--- src/rtl/spiral_pkg.sv ---
// rtl/spiral_pkg.sv - shared state encoding and command/speed codes for the spiral planner
// Constants are 32 bits wide; users slice them to their own port widths.
package spiral_pkg;

  typedef enum logic [2:0] {
    ST_IDLE,
    ST_ALIGN,
    ST_ARC,
    ST_LEG,
    ST_TURN,
    ST_DONE
  } state_t;

  localparam logic [31:0] RADIUS_STRAIGHT = 32'hFFFF_FFFF;
  localparam logic [31:0] RADIUS_SPIN     = 32'd1;
  localparam logic [31:0] SPEED_STOP      = 32'd0;
  localparam logic [31:0] SPEED_SPIN      = 32'd1;

endpackage

--- src/rtl/spiral_seg_timer.sv ---
// rtl/spiral_seg_timer.sv - loadable down-counter timing one arc or leg segment
// expire is high during the last cycle of a loaded duration.
module spiral_seg_timer #(
  parameter int W = 4
) (
  input  logic         clk,
  input  logic         rst,
  input  logic         clr,
  input  logic         load,
  input  logic [W-1:0] load_val,
  output logic         expire
);

  logic [W-1:0] cnt_q;
  logic [W-1:0] cnt_d;

  always_comb begin
    cnt_d = cnt_q;
    if (clr) begin
      cnt_d = '0;
    end else if (load) begin
      cnt_d = load_val;
    end else if (cnt_q != '0) begin
      cnt_d = cnt_q - W'(1);
    end
  end

  always_ff @(posedge clk) begin
    if (rst) begin
      cnt_q <= '0;
    end else begin
      cnt_q <= cnt_d;
    end
  end

  assign expire = (cnt_q == W'(1));

endmodule

--- src/rtl/spiral_planner.sv ---
// rtl/spiral_planner.sv - expanding circular/square spiral trajectory generator
// Optional bump-abort input/output guarded by SPIRAL_BUMP_EN.
module spiral_planner
  import spiral_pkg::*;
#(
  parameter int SPEED_W      = 3,
  parameter int CMD_W        = 10,
  parameter int NUM_RINGS    = 3,
  parameter int BASE_CYCLES  = 4,
  parameter int RADIUS_START = 100,
  parameter int RADIUS_STEP  = 50
) (
  input  logic               clk,
  input  logic               rst,
  input  logic               enable,
  input  logic               mode,
  input  logic               done_spin,
  output logic [SPEED_W-1:0] output_speed,
  output logic [CMD_W-1:0]   motion_command,
  output logic               busy,
  output logic               done
`ifdef SPIRAL_BUMP_EN
  ,
  input  logic               bump,
  output logic               bump_abort
`endif
);

  localparam int TW         = $clog2(BASE_CYCLES * NUM_RINGS + 1);
  localparam int LW         = $clog2(2 * NUM_RINGS + 1);
  localparam int RADIUS_MAX = (1 << CMD_W) - 2;
  localparam int SPEED_MAX  = (1 << SPEED_W) - 1;
  localparam logic [LW-1:0]      RINGS_L      = LW'(NUM_RINGS);
  localparam logic [LW-1:0]      LEGS_L       = LW'(2 * NUM_RINGS);
  localparam logic [CMD_W-1:0]   CMD_STRAIGHT = RADIUS_STRAIGHT[CMD_W-1:0];
  localparam logic [CMD_W-1:0]   CMD_SPIN     = RADIUS_SPIN[CMD_W-1:0];
  localparam logic [SPEED_W-1:0] SPD_STOP     = SPEED_STOP[SPEED_W-1:0];
  localparam logic [SPEED_W-1:0] SPD_SPIN     = SPEED_SPIN[SPEED_W-1:0];

  function automatic logic [SPEED_W-1:0] ring_speed(input logic [LW-1:0] ring);
    int s;
    s = int'(ring) + 1;
    if (s > SPEED_MAX) s = SPEED_MAX;
    return SPEED_W'(s);
  endfunction

  function automatic logic [TW-1:0] ring_cycles(input logic [LW-1:0] ring);
    return TW'(BASE_CYCLES * (int'(ring) + 1));
  endfunction

  // Top code is reserved for STRAIGHT, so radii clip one below it.
  function automatic logic [CMD_W-1:0] sat_radius(input int r);
    return CMD_W'((r > RADIUS_MAX) ? RADIUS_MAX : r);
  endfunction

  state_t             state_q, state_d;
  logic               mode_q, mode_d;
  logic [LW-1:0]      idx_q, idx_d;
  logic [CMD_W-1:0]   radius_q, radius_d;
  logic               done_spin_q;
  logic [SPEED_W-1:0] output_speed_q, output_speed_d;
  logic [CMD_W-1:0]   motion_command_q, motion_command_d;
  logic               busy_q, busy_d;
  logic               done_q, done_d;
  logic               spin_edge;
  logic               bump_hit;
  logic               tmr_load;
  logic [TW-1:0]      tmr_val;
  logic               tmr_clr;
  logic               tmr_expire;

`ifdef SPIRAL_BUMP_EN
  logic bump_abort_q, bump_abort_d;
  assign bump_hit   = bump;
  assign bump_abort = bump_abort_q;
`else
  assign bump_hit = 1'b0;
`endif

  assign spin_edge = done_spin & ~done_spin_q;

  always_comb begin
    state_d  = state_q;
    mode_d   = mode_q;
    idx_d    = idx_q;
    radius_d = radius_q;
    tmr_load = 1'b0;
    tmr_val  = '0;
    if (state_q inside {ST_ALIGN, ST_ARC, ST_LEG, ST_TURN} && !enable) begin
      state_d = ST_IDLE;
    end else begin
      case (state_q)
        ST_IDLE: begin
          if (enable) begin
            mode_d  = mode;
            state_d = ST_ALIGN;
          end
        end
        ST_ALIGN: begin
          if (spin_edge) begin
            idx_d    = '0;
            tmr_load = 1'b1;
            tmr_val  = ring_cycles('0);
            if (mode_q) begin
              state_d = ST_LEG;
            end else begin
              state_d  = ST_ARC;
              radius_d = sat_radius(RADIUS_START);
            end
          end
        end
        ST_ARC: begin
          if (bump_hit) begin
            state_d = ST_DONE;
          end else if (tmr_expire) begin
            idx_d = idx_q + LW'(1);
            if (idx_d == RINGS_L) begin
              state_d = ST_DONE;
            end else begin
              radius_d = sat_radius(int'(radius_q) + RADIUS_STEP);
              tmr_load = 1'b1;
              tmr_val  = ring_cycles(idx_d);
            end
          end
        end
        ST_LEG: begin
          if (bump_hit) begin
            state_d = ST_DONE;
          end else if (tmr_expire) begin
            state_d = ST_TURN;
          end
        end
        ST_TURN: begin
          if (spin_edge) begin
            idx_d = idx_q + LW'(1);
            if (idx_d == LEGS_L) begin
              state_d = ST_DONE;
            end else begin
              state_d  = ST_LEG;
              tmr_load = 1'b1;
              tmr_val  = ring_cycles(idx_d >> 1);
            end
          end
        end
        ST_DONE: begin
          if (!enable) state_d = ST_IDLE;
        end
        default: state_d = ST_IDLE;
      endcase
    end
    if (state_d == ST_IDLE) begin
      idx_d    = '0;
      radius_d = '0;
    end

    // Outputs are registered images of the next state.
    output_speed_d   = SPD_STOP;
    motion_command_d = '0;
    case (state_d)
      ST_ALIGN, ST_TURN: begin
        output_speed_d   = SPD_SPIN;
        motion_command_d = CMD_SPIN;
      end
      ST_ARC: begin
        output_speed_d   = ring_speed(idx_d);
        motion_command_d = radius_d;
      end
      ST_LEG: begin
        output_speed_d   = ring_speed(idx_d >> 1);
        motion_command_d = CMD_STRAIGHT;
      end
      default: ;
    endcase
    busy_d = (state_d inside {ST_ALIGN, ST_ARC, ST_LEG, ST_TURN});
    done_d = (state_d == ST_DONE);
`ifdef SPIRAL_BUMP_EN
    bump_abort_d = bump_abort_q;
    if (state_q inside {ST_ARC, ST_LEG} && enable && bump) bump_abort_d = 1'b1;
    if (state_d != ST_DONE) bump_abort_d = 1'b0;
`endif
  end

  assign tmr_clr = !(state_d inside {ST_ARC, ST_LEG});

  spiral_seg_timer #(
    .W(TW)
  ) u_timer (
    .clk     (clk),
    .rst     (rst),
    .clr     (tmr_clr),
    .load    (tmr_load),
    .load_val(tmr_val),
    .expire  (tmr_expire)
  );

  always_ff @(posedge clk) begin
    if (rst) begin
      state_q          <= ST_IDLE;
      mode_q           <= 1'b0;
      idx_q            <= '0;
      radius_q         <= '0;
      done_spin_q      <= 1'b0;
      output_speed_q   <= '0;
      motion_command_q <= '0;
      busy_q           <= 1'b0;
      done_q           <= 1'b0;
`ifdef SPIRAL_BUMP_EN
      bump_abort_q     <= 1'b0;
`endif
    end else begin
      state_q          <= state_d;
      mode_q           <= mode_d;
      idx_q            <= idx_d;
      radius_q         <= radius_d;
      done_spin_q      <= done_spin;
      output_speed_q   <= output_speed_d;
      motion_command_q <= motion_command_d;
      busy_q           <= busy_d;
      done_q           <= done_d;
`ifdef SPIRAL_BUMP_EN
      bump_abort_q     <= bump_abort_d;
`endif
    end
  end

  assign output_speed   = output_speed_q;
  assign motion_command = motion_command_q;
  assign busy           = busy_q;
  assign done           = done_q;

endmodule

--- config.mk ---
export PLATFORM = sky130hd
export DESIGN_NAME = spiral_planner
export DESIGN_NICKNAME = d
export VERILOG_FILES = /design/src/rtl/spiral_pkg.sv /design/src/rtl/spiral_seg_timer.sv /design/src/rtl/spiral_planner.sv
export SDC_FILE = /design/constraint.sdc
export NUM_CORES = 1
export LEC_CHECK = 0
export ABC_CLOCK_PERIOD_IN_PS = 3700
export BUFFER_PORTS_ARGS = -buffer_cell sky130_fd_sc_hd__buf_2
export CAP_MARGIN = 40
export CORE_MARGIN = 2
export CORE_UTILIZATION = 30
export DETAILED_ROUTE_END_ITERATION = 8
export HOLD_SLACK_MARGIN = 0.06
export MAX_ROUTING_LAYER = met4
export SYNTH_ARGS = -nofsm -noshare
export SYNTH_HDL_FRONTEND = slang
export SYNTH_SLANG_ARGS = --single-unit
export TNS_END_PERCENT = 30
--- constraint.sdc ---
create_clock -name clk -period 3.7 [get_ports clk]
set_input_delay 0.185 -clock clk [delete_from_list [all_inputs] [get_ports clk]]
set_output_delay 0.185 -clock clk [all_outputs]
set_load 0.05 [all_outputs]
# ---- Yosys cells after proc, flatten, opt, wreduce, memory -nomap -nowiden
# Cells that the tools add are included.
dict set report totals {
  register_bits 37
  in_bits 5
  out_inout_bits 15
  word_cells 94
}
dict set report classes {
  add_sub_neg 7
  magnitude_cmp 3
  n_eq_ne 13
  n_mux 45
  n_bitwise 4
  n_reduce_logical 12
}
# op n
set ops {}
lappend ops {{two-way mux 10 bit} 7}
lappend ops {{two-way mux 3 bit} 17}
lappend ops {{case mux 10 bit (3 select lines)} 1}
lappend ops {{two-way mux 4 bit} 7}
lappend ops {{case mux 10 bit (2 select lines)} 1}
lappend ops {{case mux 3 bit (3 select lines)} 2}
lappend ops {{case mux 3 bit (6 select lines)} 1}
lappend ops {{== test 3 x 2 -> 1 bit, second input constant} 5}
lappend ops {{== test 3 bit, second input constant} 5}
lappend ops {{case mux 4 bit (3 select lines)} 1}
lappend ops {{nonzero test 4 bit} 3}
lappend ops {{adder 10 x 6 -> 11 bit, second input constant} 1}
lappend ops {{greater-than comparator 11 x 10 -> 1 bit, second input constant} 1}
lappend ops {{two-way mux 1 bit} 7}
lappend ops {{== test 3 x 1 -> 1 bit, second input constant} 2}
lappend ops {{logical NOT 3 bit} 2}
lappend ops {{adder 2 x 1 -> 2 bit, second input constant} 2}
lappend ops {{adder 3 x 1 -> 4 bit, second input constant} 1}
lappend ops {{== test 4 x 1 -> 1 bit, second input constant} 1}
lappend ops {{greater-than comparator 4 x 3 -> 1 bit, second input constant} 1}
lappend ops {{nonzero test 2 bit} 2}
lappend ops {{OR reduction 2 bit} 2}
lappend ops {{subtractor 4 x 1 -> 4 bit, second input constant} 1}
lappend ops {{adder 2 x 1 -> 3 bit, second input constant} 1}
lappend ops {{8 further kinds} 10}

# ---- Longest topological paths before layout
# Gate-level depths: netlist of run 1.
dict set report depth {
  word_depth 12
  ltp_mapped 14
  ltp_nobuf 12
}

# ---- Cells and area by module
# From an unflattened synthesis of run 1, not the netlist that was laid out.
dict set report unflattened {
  cells_unflattened 284
  hier_area_um2 2511.2
}
# mod n_inst cells_per_inst area_per_inst_um2 seq_area_each_um2
set modules_own_cells {}
lappend modules_own_cells {spiral_planner 1 256 2258.4 660.6}
lappend modules_own_cells {spiral_seg_timer 1 28 252.7 80.1}

# ---- Worst setup path after synthesis of run 1
# Ideal clock, no wire load.
dict set report synth_timing {
  path_kind {register to register}
  start {register u_timer.cnt_q[1]}
  end {register output_speed_q[2] (netlist: output_speed[2])}
  setup_ps 127
  t_arrival_ps 2826
  required_ps 3573
  path_slack_ps 747
  stages_incl_launch_ff 14
  n_path_buf 2
  period_less_slack_ps 2953
  cell_sequence {dfxtp_1 > inv_1 > ha_1 > or3b_1 > clkbuf_2 > o41ai_4 > o41ai_4 > o211a_1 > buf_6 > nor2_1 > ha_1 > nor4_4 > o41ai_2 > a21oi_1}
}
dict set report synth_between {
  elab_chain_len 10
  word_cells_on_any_way 22
  cone_classes {add/sub: 2; order compare: 2; eq/ne: 5; mux: 11; reduce/logical: 2}
}
# element line
set synth_rtl {}
lappend synth_rtl {{start, declared} spiral_seg_timer.sv:14} ;# logic [W-1:0] cnt_q;
lappend synth_rtl {{start signal, assigned} spiral_seg_timer.sv:32} ;# cnt_q <= cnt_d;
lappend synth_rtl {{== test 4 x 1 -> 1 bit *} spiral_seg_timer.sv:36} ;# assign expire = (cnt_q == W'(1));
lappend synth_rtl {{two-way mux 3 bit, on equally long branches} {spiral_planner.sv:129, spiral_planner.sv:115}}
lappend synth_rtl {{case mux 3 bit (6 select lines)} spiral_planner.sv:92} ;# case (state_q)
lappend synth_rtl {{two-way mux 3 bit} spiral_planner.sv:89} ;# if (state_q inside {ST_ALIGN, ST_ARC, ST_LEG, ST_TURN} && !enable) begin
lappend synth_rtl {{logical NOT 3 bit} spiral_planner.sv:151} ;# if (state_d == ST_IDLE) begin
lappend synth_rtl {{two-way mux 3 bit *} spiral_planner.sv:151}
lappend synth_rtl {{via idx_d[1]} spiral_planner.sv:58} ;# logic [LW-1:0] idx_q, idx_d;
lappend synth_rtl {{adder 3 x 1 -> 4 bit / adder 2 x 1 -> 3 bit (equally long branches)} spiral_planner.sv:42} ;# s = int'(ring) + 1;
lappend synth_rtl {{greater-than comparator 4 x 3 -> 1 bit / greater-than comparator 3 bit (equally long branches)} spiral_planner.sv:43} ;# if (s > SPEED_MAX) s = SPEED_MAX;
lappend synth_rtl {{two-way mux 3 bit} spiral_planner.sv:43}
lappend synth_rtl {{case mux 3 bit (3 select lines) *} spiral_planner.sv:159} ;# case (state_d)
lappend synth_rtl {{end signal, assigned} spiral_planner.sv:216} ;# output_speed_q <= output_speed_d;
lappend synth_rtl {{end, declared} spiral_planner.sv:61} ;# logic [SPEED_W-1:0] output_speed_q, output_speed_d;
# Mark *: on every way through the listed nets, which the timed path passes. The rest lies on a longest branch.
# A chain may end at the register's enable or synchronous reset.

# ---- Worst setup path after layout of run 1
dict set report layout_timing {
  start {register idx_q[0]}
  end {register output_speed_q[2] (netlist: output_speed[2])}
}
dict set report layout_between {
  elab_chain_len 12
  word_cells_on_any_way 28
  cone_classes {add/sub: 3; order compare: 2; eq/ne: 6; mux: 15; reduce/logical: 2}
}
# element line
set layout_rtl {}
lappend layout_rtl {{start, declared} spiral_planner.sv:58}
lappend layout_rtl {{start signal, assigned} spiral_planner.sv:213} ;# idx_q <= idx_d;
lappend layout_rtl {{adder 3 x 1 -> 3 bit *} {spiral_planner.sv:116, spiral_planner.sv:135}}
lappend layout_rtl {{== test 3 x 2 -> 1 bit / == test 3 bit (equally long branches)} {spiral_planner.sv:117, spiral_planner.sv:136}}
lappend layout_rtl {{two-way mux 3 bit, on equally long branches} {spiral_planner.sv:117, spiral_planner.sv:136}}
lappend layout_rtl {{two-way mux 3 bit, on equally long branches} {spiral_planner.sv:115, spiral_planner.sv:134}}
lappend layout_rtl {{case mux 3 bit (6 select lines)} spiral_planner.sv:92}
lappend layout_rtl {{two-way mux 3 bit} spiral_planner.sv:89}
lappend layout_rtl {{logical NOT 3 bit} spiral_planner.sv:151}
lappend layout_rtl {{two-way mux 3 bit *} spiral_planner.sv:151}
lappend layout_rtl {{via idx_d[1]} spiral_planner.sv:58}
lappend layout_rtl {{adder 3 x 1 -> 4 bit / adder 2 x 1 -> 3 bit (equally long branches)} spiral_planner.sv:42}
lappend layout_rtl {{greater-than comparator 4 x 3 -> 1 bit / greater-than comparator 3 bit (equally long branches)} spiral_planner.sv:43}
lappend layout_rtl {{two-way mux 3 bit} spiral_planner.sv:43}
lappend layout_rtl {{case mux 3 bit (3 select lines) *} spiral_planner.sv:159}
# Marked as above.

==> metrics.txt, run 1 <==
Critical Path End Type=register; Fmax achieved=a little under 0.3 GHz; hold buffer count at CTS=0; main area contributors after synthesis=dfxtp_1 31%, ha_1 6.8%, a21oi_1 6.1%; initial antenna violation count=0; outcome=finished clean; cell with the most instances after synthesis=dfxtp_1; Post-synth EDFFs=0; Die ar.=8700 um^2; Slew HR=50.2%; Remaining DRCs=0; vias per cell=around 5.5; startpoint types=register; fraction of the cycle the final worst path needs=91.7%; Routed WL=approximately 6.3 mm; 1st-pass router iterations=4; setup_tns=0 ns; post-synthesis cell count=between 200 and 300; first-pass GRT wire length=between 10 and 15 mm; critical path arrival=about 3.6 ns; leading area contributor after synthesis=dfxtp_1; worst-margin pin slew=~0.74 ns; Root Driver=clkbuf_8; Non-Filler Cell Area, Final=between 2000 and 3000 um^2; Post-Syn Area=around 2400 um^2; Core Region=slightly below 8000 um^2; Slew Limit Fails=0; CTS tree=done; Clock Pin Slew Worst Setup and Hold Paths=around 0.080 ns; setup violators final=0; clock buffer depth=2; Flop pwr share=around 43%; syn avg cell area=around 8 um^2; Post CTS Setup Buffer Count=0; Power Total=a little under 0.001 W; Combinational Power Share=between 10% and 20%; buffers added on ports=19; ANT nets after route=0; initial DRC count=between 100 and 150; leak pwr=about 1.1 nW; critical path peak fanout=11; Inserted Clock Buffers=5; Synth top cells by count=37 x dfxtp_1, 34 x nor2_1, 29 x a21oi_1, 16 x inv_1, 15 x nand2_1; hpwl dp=4.79 mm; unrepaired setup endpoints after global routing=false; Avg WL per Cell=between 15 and 20 um; Nets=around 330; DP Area=about 2600 um^2; number of diodes=0; #FFs+latches synth=37; routed vias=approximately 2300; Die W=approximately 93 um; Finished Layout Cells=around 410; syn_nets=around 310; Yosys cell types=60; Resized cells post-CTS=0; Cell Int Power=approximately 0.0007 W; Tot GR Track Use=15.6%; largest net degree at the start of global routing=18; Hold/Removal Path Class=in2reg; Switch Pwr=~0.00028 W; Multi-input gate area=1500 um^2; Worst-Skew Late Latency=slightly below 0.3 ns; row count=32; Die H=93.3 um; Initial Utilization=between 30% and 40%; gr ovfl total=0; Seq/Total Area, Yosys=between 30 and 40%; async set or reset register ratio after synthesis=0%; power per cell area=359 nW/um^2; yosys warns=0; Storage cell area=about 740 um^2; Max Cap Viol=0; Fin. Hold Viols=0; post-synth top area share=between 30% and 40%; Critical Path RT=~3.9 ns; VDD IR-drop max=between 200 and 250 uV; I/O pin cnt=20; min Tclk post-route=between 3 and 4 ns; clk_skew=a little over 0.006 ns; Clock Power Share=roughly 38%; Placed Cells=406; Area growth, synth to finish=12.7%; clk sinks=37; ys flop type=dfxtp_1; fill count=between 800 and 900; Crit Path Class=reg2reg; layout cell share with drive strength beyond 1=between 10 and 15%; vias in the first global route=around 2200; post-layout util=a little over a third; H-tree levels=2; GPL Wtd Cong=~0.94; sw frac=a little under 30%
-- sequential cells by signal (all words and copies together), names as in the netlist --
name / count
busy: 1
mode_q: 1
done: 1
radius_q: 10
output_speed: 3
motion_command: 10
u_timer.cnt_q: 4
done_spin_q: 1
idx_q: 3
state_q: 3
-- cell families (layout without fill, tap and decap cells) --
kind of cell               count (synthesis)  in the layout  synth area share, %
AOI/OAI and AO/OA                         92             92                 27.5
muxes                                      3              3                 1.31
xor gates and xnor gates                   5              5                 1.83
buffers and inverters                     33             51                 6.17
DFF                                       37             37                 31.0
adders and majority gates                 13             13                 6.80
and+or+nand+nor                          111            111                 25.4
-- layout by cell type, fill, tap and decap left out, drive strengths merged, types with 7 or more instances in the layout --
master,count
a211oi,11
buf,25
ha,13
nand2,15
nand2b,9
dfxtp,37
o21ai,12
a21oi,29
nor3,11
nor2,34
clkbuf,7
inv,17
-- power by group through the flow --
stage / sequential (W) / clock (W) / combinational, W
after global routing: 0.000417 / 0.000390 / 0.000203
after global placement: 0.000425 / 0 / 0.000187
after floorplan: 0.000452 / 0 / 0.000117
after CTS: 0.000416 / 0.000375 / 0.000188
final: 0.000416 / 0.000365 / 0.000188
after detailed placement: 0.000425 / 0 / 0.000187
-- path summary, 6_finish.rpt --
kind / start / cells past startpoint / to / slack [ns]
max: idx_q[0] / 10 / output_speed[2] / 0.31
min: mode / 3 / mode_q / 0.13
max reg2reg: idx_q[0] / 10 / output_speed[2] / 0.31
min reg2reg: u_timer.cnt_q[1] / 2 / u_timer.cnt_q[1] / 0.51
-- per-layer routing --
| metal | up-vias | track usage [%] | wire, um |
|---|---|---|---|
| li1 | 1105 | - | - |
| met1 | 1075 | 18.7 | 2770 |
| met2 | 61 | 25.5 | 3100 |
| met3 | 17 | 2.58 | 263 |
| met4 | 0 | 7.23 | 176 |
| met5 | - | - | 0 |
-- stage by stage --
| stage | setup slack (ns) | hold slack [ns] |
|---|---|---|
| after floorplan | 0.747 | 0.257 |
| after global placement | 0.499 | 0.431 |
| after detailed placement | 0.343 | 0.435 |
| after CTS | 0.319 | 0.123 |
| after global routing | 0.0137 | 0.162 |
| final | 0.306 | 0.129 |
-- cell type report --
cell class	count	share of cell area [%]
Clock buffer	7	3.20
Multi-Input combinational cell	224	55.8
Inverter	18	2.51
Tap cell	102	4.74
Timing Repair Buffer	25	5.20
Clock inverter	1	1.11
Sequential cell	37	27.5
-- worst max-delay path, stage by stage (launching register included) --
cell     delay, ns
dfxtp_1       0.47
ha_1          0.29
xor2_1        0.43
o41ai_4       0.14
o31ai_2       0.50
o211a_1       0.49
nor2_1        0.15
ha_1          0.25
nor4_4        0.32
o41ai_2       0.12
a21oi_1       0.15
Power figures use the tool's default switching activity.
==> run 2: changes to the inputs <==
--- a/config.mk
+++ b/config.mk
@@ -15,5 +15,6 @@
 export MAX_ROUTING_LAYER = met4
 export SYNTH_ARGS = -nofsm -noshare
 export SYNTH_HDL_FRONTEND = slang
+export SYNTH_HIERARCHICAL = 1
 export SYNTH_SLANG_ARGS = --single-unit
 export TNS_END_PERCENT = 30
==> run 2 against run 1 <==
First-iteration DRC count rose by 79%. Critical path depth is 3 higher. Final area up 2.6%. Register-to-register slack gained 0.20 ns. Wire length fell by 6.5%. Die area rose by 4.8%. Global-route usage is 1.5 points lower. Sequential power rose by 1%. Utilization decreased by 1.0 points. Non-clock buffer count is 1 lower. Count of clock-buffer cells in the layout fell by 2. Critical path type unchanged. Largest cell class unchanged.
==> metrics.txt, run 2 <==
gr ovfl total=0 (unchanged); post-synth top area share=29.5% (-1.5 points); Combinational Power Share=18.3% (-1.1 points); clk sinks=37 (unchanged); Clock Power Share=37.8% (about the same); setup violators final=0 (unchanged); Slew HR=54.8% (+4.5 points); leading area contributor after synthesis=dfxtp_1; Yosys cell types=74 (+23%); Core Region=8180 um^2 (+5.8%); number of diodes=0 (unchanged); 1st-pass router iterations=5 (+1); most common cell after layout, fill and taps aside=dfxtp_1; startpoint types=register; GR peak layer=met2; Post-synth EDFFs=0 (unchanged); Worst-Skew Late Latency=0.30 ns (about the same); Root Driver=clkbuf_8; Avg WL per Cell=14.4 um (-5.6%); grt met3 use=2.85% (+0.27 points); min Tclk post-route=3.19 ns (-0.202 ns); Seq/Total Area, Yosys=29.5% (-1.5 points); Die H=95.5 um (+2.4%); hpwl dp=4.43 mm (-7.5%); async set or reset register ratio after synthesis=0% (unchanged); critical path arrival=3.43 ns (-0.19 ns); Tot GR Track Use=14.1% (-1.5 points); worst-margin pin slew=0.678 ns (-0.0585 ns); vias per cell=5.37 (-1.5%); fraction of the cycle the final worst path needs=86.3% (-5.5 points); Fin. Hold Viols=0 (unchanged); Global Route met1 Usage=18.4% (-0.27 points); syn avg cell area=8.84 um^2 (+8.7%); Post CTS Setup Buffer Count=0 (unchanged); initial antenna violation count=0 (unchanged); Routed WL=5.90 mm (-6.5%); first-pass GRT wire length=9.69 mm (-6.7%); fill count=858 (+6.6%); Critical Path End Type=register; post-synthesis cell count=284 (-3.4%); GPL Wtd Cong=0.911 (-3.2%); I/O pin cnt=20 (unchanged); Place WS=0.575 ns (+0.232 ns); Clock Pin Slew Worst Setup and Hold Paths=0.08 ns (about the same); Inserted Clock Buffers=5 (unchanged); Hold/Removal Path Class=in2reg; sw frac=30.4% (+1.2 points); Die ar.=9120 um^2 (+4.8%); leak pwr=1.08 nW (+0.13%); clock buffer depth=2 (unchanged); buffers added on ports=19 (unchanged); hold buffer count at CTS=0 (unchanged); Cell Int Power=0.000668 W (-2.6%); Die W=95.5 um (+2.4%); Nets=321 (-2.4%); most frequent cells in the layout=37 x dfxtp_1, 28 x nor2_1, 20 x nand2_1, 20 x buf_2; Storage cell area=741 um^2 (unchanged); #FFs+latches synth=37 (unchanged); initial DRC count=256 (+79%); row count=33 (+3.1%); ANT nets after route=0 (unchanged); cell with the most instances after synthesis=dfxtp_1; Critical Path RT=3.93 ns (about the same); Remaining DRCs=0 (unchanged); Max Cap Viol=0 (unchanged); layout cell share with drive strength beyond 1=20.7% (+6.6 points); Resized cells post-CTS=0 (unchanged); ys flop type=dfxtp_1; unrepaired setup endpoints after global routing=false; Switch Pwr=0.000292 W (+3.1%); Crit Path Class=reg2reg; yosys warns=6 (+6); DP Area=2650 um^2 (+2.9%); power per cell area=347 nW/um^2 (-3.5%); Non-Filler Cell Area, Final=2770 um^2 (+2.6%); Area growth, synth to finish=10.2%; Initial Utilization=30.7% (-0.23 points); setup_tns=0 ns (unchanged); Power Total=0.000959 W (-0.90%); vias in the first global route=2012 (-6.5%); final worst slack=0.508 ns (+0.202 ns); routed vias=2203 (-2.4%); Post-Syn Area=2510 um^2 (+5.0%); Slew Limit Fails=0 (unchanged); Synth top cells by count=37 x dfxtp_1, 28 x nor2_1, 20 x nand2_1, 15 x a21oi_1, 15 x o21ai_0; met2 Usage GRT=20.7% (-4.8 points); outcome=finished clean; clk_skew=0.00617 ns (+0.0000727 ns); main area contributors after synthesis=dfxtp_1 29%, ha_1 6.0%, buf_6 4.5%; largest net degree at the start of global routing=14 (-4); Flop pwr share=43.9% (+1.0 points); H-tree levels=2 (unchanged); CTS tree=done; Multi-input gate area=1600 um^2 (+6.4%); critical path peak fanout=10 (-1); VDD IR-drop max=167 uV (-17%); Fmax achieved=0.313 GHz (+6.3%)
[run 2: worst paths after layout]
kind / endpoint / cells after the start / slack (ns) / start
worst max register to register: output_speed[1] / 13 / 0.51 / u_timer/cnt_q[1]
worst min-delay path: mode_q / 3 / 0.13 / mode
worst max-delay path: output_speed[1] / 13 / 0.51 / u_timer/cnt_q[1]
worst min register to register: mode_q / 2 / 0.54 / mode_q
[run 2: critical path, cell delays in order (launching register included)]
cell and delay [ns]:
dfxtp_1 0.36, inv_1 0.10, ha_1 0.18, nor3b_1 0.14, buf_4 0.16, and4bb_2 0.26
a31oi_4 0.21, o211a_1 0.32, nand2b_1 0.14, o21ai_0 0.29, nor2_1 0.12, ha_1 0.28
or4b_1 0.43, a21oi_1 0.13
[run 2: power groups by stage]
stage                     registers (W)  logic [W]  clock network [W]
after CTS                      0.000421   0.000175           0.000373
final                          0.000421   0.000176           0.000362
after floorplan                0.000455   0.000122                  0
after global routing           0.000424   0.000191           0.000386
after global placement         0.000430   0.000174                  0
after detailed placement       0.000430   0.000175                  0
[run 2: through the flow]
stage                     util, %  cells  hold WS, ns
after global placement       32.4    401        0.433
after floorplan                 -    285        0.257
after CTS                    33.8    410        0.134
after detailed placement     32.5    402        0.445
after global routing         33.8    410        0.159
final                        33.8    410        0.126
[run 2: kinds of logic after synthesis]
| family | count (synthesis) | synth area share (%) |
|---|---|---|
| and+or+nand+nor | 113 | 26.9 |
| adders and majority gates | 12 | 5.98 |
| other | 1 | 0.149 |
| DFF | 37 | 29.5 |
| xor gates and xnor gates | 10 | 4.38 |
| muxes | 5 | 2.04 |
| buffers and inverters | 26 | 6.98 |
| AOI/OAI and AO/OA | 80 | 24.1 |
[run 2: cell type report]
cell class,instances,share of cell area (%)
multi-input cells,222,57.8
well taps,105,4.75
flip-flops and latches,37,26.8
inverters,14,1.90
clock buffers,5,2.49
repair buffers,24,4.70
clock inverters,3,1.58
[run 2: metal layers]
layer	vias up	part of all wire [%]	routed length, um
li1	1067	-	-
met1	1021	45	2670
met2	96	45	2640
met3	19	7.1	419
met4	0	3.0	179
met5	-	0	0
==> run 3: changes to the inputs <==
--- a/config.mk
+++ b/config.mk
@@ -5,6 +5,7 @@
 export SDC_FILE = /design/constraint.sdc
 export NUM_CORES = 1
 export LEC_CHECK = 0
+export ABC_AREA = 1
 export ABC_CLOCK_PERIOD_IN_PS = 3700
 export BUFFER_PORTS_ARGS = -buffer_cell sky130_fd_sc_hd__buf_2
 export CAP_MARGIN = 40
@@ -13,6 +14,7 @@
 export DETAILED_ROUTE_END_ITERATION = 8
 export HOLD_SLACK_MARGIN = 0.06
 export MAX_ROUTING_LAYER = met4
+export PLACE_DENSITY = 0.48
 export SYNTH_ARGS = -nofsm -noshare
 export SYNTH_HDL_FRONTEND = slang
 export SYNTH_HIERARCHICAL = 1
==> run 3 against run 2 <==
Via count is 7.5% higher. Combinational power increased to 3.8 times the previous value. First-iteration DRC count fell by 37%. Clock skew decreased by 0.0028 ns. Clock power up 5%. Final area decreased by 2.6%. Fmax rose by 9.6%. Die area decreased by 5.4%. Final cell count rose by 22%. Worst hold slack improved by 0.011 ns. Highest routed layer unchanged.
==> metrics.txt, run 3 <==
reg2reg path depth=16 (+3); Synth top cells by count=101 x nand2_1, 48 x inv_1, 45 x nor2_1, 37 x dfxtp_1, 30 x nand3_1; fraction of the cycle the final worst path needs=78.7% (-7.5 points); Critical Path RT=3.93 ns (about the same); CP Cell Sequence=inv_1 -> ha_1 -> nor3b_1 -> inv_1 -> nor2_1 -> nand2_1 -> nand2_1 -> o21ai_2 -> nand3_4 -> nand2_1 -> inv_1 -> ha_1 -> nand3_1 -> nand3_1 -> nand2_1 -> a21oi_1; Slew Limit Fails=0 (unchanged); Post-Syn Area=2370 um^2 (-5.7%); DP Area=2570 um^2 (-3.0%); power per cell area=573 nW/um^2 (+65%); vias per cell=4.73 (-12%); most frequent cells in the layout=101 x nand2_1, 48 x inv_1, 45 x nor2_1; post-synthesis mux area share=0% (-2.0 points); yosys warns=6 (unchanged); Nets=415 (+29%); Crit Path Class=reg2reg; largest net degree at the start of global routing=24 (+10); CTS tree=done; vias in the first global route=2205 (+9.6%); Max stage delay on crit path=0.61 ns (+0.18 ns); HP Start=done_spin; buffers added on ports=19 (unchanged); Critical Path End Type=register; Worst-Skew Late Latency=0.30 ns (about the same); Tot GR Track Use=15.7% (+1.6 points); unrepaired setup endpoints after global routing=false; Post-Synth Adder-Cell Area=6.34% (+0.36 points); hold buffer count at CTS=0 (unchanged); Die ar.=8620 um^2 (-5.4%); outcome=finished clean; M1 WL=3.11 mm (+17%); max layer used=met4; leak pwr=1.30 nW (+20%); r2r startpoint=u_timer/cnt_q[1]; Avg WL per Cell=12.4 um (-14%); H-tree levels=2 (unchanged); FF-to-FF End=output_speed[2]; Fin. Hold Viols=0 (unchanged); leading area contributor after synthesis=dfxtp_1; flop2flop setup slack=0.79 ns (+0.28 ns); min Tclk post-route=2.91 ns (-0.278 ns); number of diodes=0 (unchanged); Seq/Total Area, Yosys=31.3% (+1.8 points); cell mode on critical path=nand2_1; Routed WL=6.20 mm (+5.1%); routed vias=2368 (+7.5%); initial antenna violation count=0 (unchanged); Synth Area in Compound Gates=15.8% (-8.3 points); setup_tns=0 ns (unchanged); Hold/Removal Path Class=in2reg; worst-margin pin slew=0.732 ns (+0.0531 ns); Non-Filler Cell Area, Final=2700 um^2 (-2.6%); met3 wire len=269 um (-36%); initial DRC count=161 (-37%); routed wl met2=2.74 mm (+3.9%); Resized cells post-CTS=0 (unchanged); Worst Hold Path EP=done_spin_q; CP Buf/Inv Count=3 (+1); #FFs+latches synth=37 (unchanged); Core Region=7690 um^2 (-6.0%); Die W=92.9 um (-2.8%); first-pass GRT wire length=10.6 mm (+9.1%); I/O pin cnt=20 (unchanged); fill count=861 (+0.35%); ys flop type=dfxtp_1; Area growth, synth to finish=13.8%; cell with the most instances after synthesis=nand2_1; Clock Pin Slew Worst Setup and Hold Paths=0.08 ns (about the same); Die H=92.9 um (-2.8%); largest family of logic cells by synthesized area=simple AND/OR/NAND/NOR gates; crit-path leading delay family=simple AND/OR/NAND/NOR gates; Max Cap Viol=0 (unchanged); Root Driver=clkbuf_8; Slew HR=51.1% (-3.6 points); async set or reset register ratio after synthesis=0% (unchanged); post-synthesis xor/xnor area fraction=0.740% (-3.6 points); setup violators final=0 (unchanged); main area contributors after synthesis=dfxtp_1 31%, nand2_1 16%, inv_1 7.6%; Post-synth EDFFs=0 (unchanged); clk sinks=37 (unchanged); clk_skew=0.00335 ns (-0.00282 ns); ANT nets after route=0 (unchanged); Initial Utilization=30.8% (+0.094 points); clock buffer depth=2 (unchanged); post-synth top area share=31.3% (+1.8 points); Remaining DRCs=0 (unchanged); Post-Synth Simple-Gate Area=36.0% (+9.1 points); most common cell after layout, fill and taps aside=nand2_1; 1st-pass router iterations=4 (-1); post-synthesis cell count=375 (+32%); hold path cells=3 (unchanged); layout cell share with drive strength beyond 1=12.0% (-8.6 points); Slowest cell on crit path=nor3b_1; Post CTS Setup Buffer Count=0 (unchanged); gr ovfl total=0 (unchanged); startpoint types=register; Fmax achieved=0.343 GHz (+9.6%); GPL Wtd Cong=0.936 (+2.7%); critical path arrival=3.14 ns (-0.29 ns); Inserted Clock Buffers=5 (unchanged); critical path peak fanout=10 (unchanged); row count=32 (-3.0%); syn avg cell area=6.32 um^2 (-29%); VDD IR-drop max=327 uV (+96%); hpwl dp=4.77 mm (+7.6%); Yosys cell types=33 (-55%)
==> run 3: cell types whose count changed in the layout (fill, tap and decap cells not counted), moves of 6 or more <==
cell | previous run | this run
nor2b_1 | 9 | 0
inv_1 | 14 | 48
o21ai_0 | 15 | 22
a21oi_1 | 15 | 29
nor2_1 | 28 | 45
or2_2 | 6 | 0
nand2_1 | 20 | 101
inv_2 | 0 | 7
nand3_1 | 7 | 30
==> run 3: logic make-up (layout without fill, tap and decap cells) <==
group	Yosys count	in the layout
xor+xnor	2	2
flops	37	37
other cells	1	2
compound gates	66	66
simple gates	197	197
buf+inv	60	83
fa+ha+maj	12	12
==> run 3: layout make-up <==
cell class                 instances  area (um^2)  share of cell area [%]
tap                              102          128                    4.74
inverter                          56          210                    7.80
multi-input combinational        279         1400                    52.0
sequential                        37          741                    27.5
clock inverter                     2         37.5                    1.39
timing repair buffer              19         95.1                    3.53
clock buffer                       6         82.6                    3.06
==> run 3: report_power, final <==
group	internal [W]	switching, W	total (W)
Sequential	0.000452	0.0000421	0.000494
Combinational	0.000174	0.000496	0.000670
Clock	0.000219	0.000161	0.000380
Total	0.000845	0.000699	0.00154
==> run 3: worst max path at each step <==
| stage | start | endpoint | slack, ns | cells after the start |
|---|---|---|---|---|
| 2_1_floorplan | u_timer/cnt_q[1] | output_speed[2] | 1.32 | 17 |
| 3_3_place_gp | u_timer/cnt_q[1] | output_speed[2] | 0.99 | 17 |
| 3_5_place_dp | u_timer/cnt_q[1] | output_speed[2] | 0.87 | 17 |
| 4_1_cts | u_timer/cnt_q[1] | output_speed[2] | 0.82 | 16 |
| 6_report | u_timer/cnt_q[1] | output_speed[2] | 0.79 | 16 |
| 5_1_grt | u_timer/cnt_q[1] | output_speed[2] | 0.43 | 16 |
==> run 3: routing by layer <==
layer,GRT usage [%],vias to the layer above
met5,-,-
met2,24.1,56
met3,2.52,8
met1,21.2,1057
met4,4.78,0
li1,-,1247
==> run 3: worst reg2reg max path, stage by stage (launching register included) <==
cell and delay, ns:
dfxtp_1 0.33, inv_1 0.10, ha_1 0.15, nor3b_1 0.61
inv_1 0.22, nor2_1 0.25, nand2_1 0.09, nand2_1 0.08
o21ai_2 0.11, nand3_4 0.15, nand2_1 0.10, inv_1 0.09
ha_1 0.19, nand3_1 0.11, nand3_1 0.10, nand2_1 0.05
a21oi_1 0.12
==> run 3: stage by stage <==
| step | worst slack (ns) | hold WS (ns) | utilization (%) | total power, W | std cells |
|---|---|---|---|---|---|
| after floorplan | 1.32 | 0.272 | - | 0.00101 | 376 |
| after global placement | 0.990 | 0.428 | 33.5 | 0.00118 | 493 |
| after detailed placement | 0.867 | 0.440 | 33.5 | 0.00117 | 493 |
| after CTS | 0.823 | 0.127 | 35.1 | 0.00155 | 501 |
| after global routing | 0.428 | 0.185 | 35.1 | 0.00165 | 501 |
| final | 0.786 | 0.137 | 35.1 | 0.00154 | 501 |
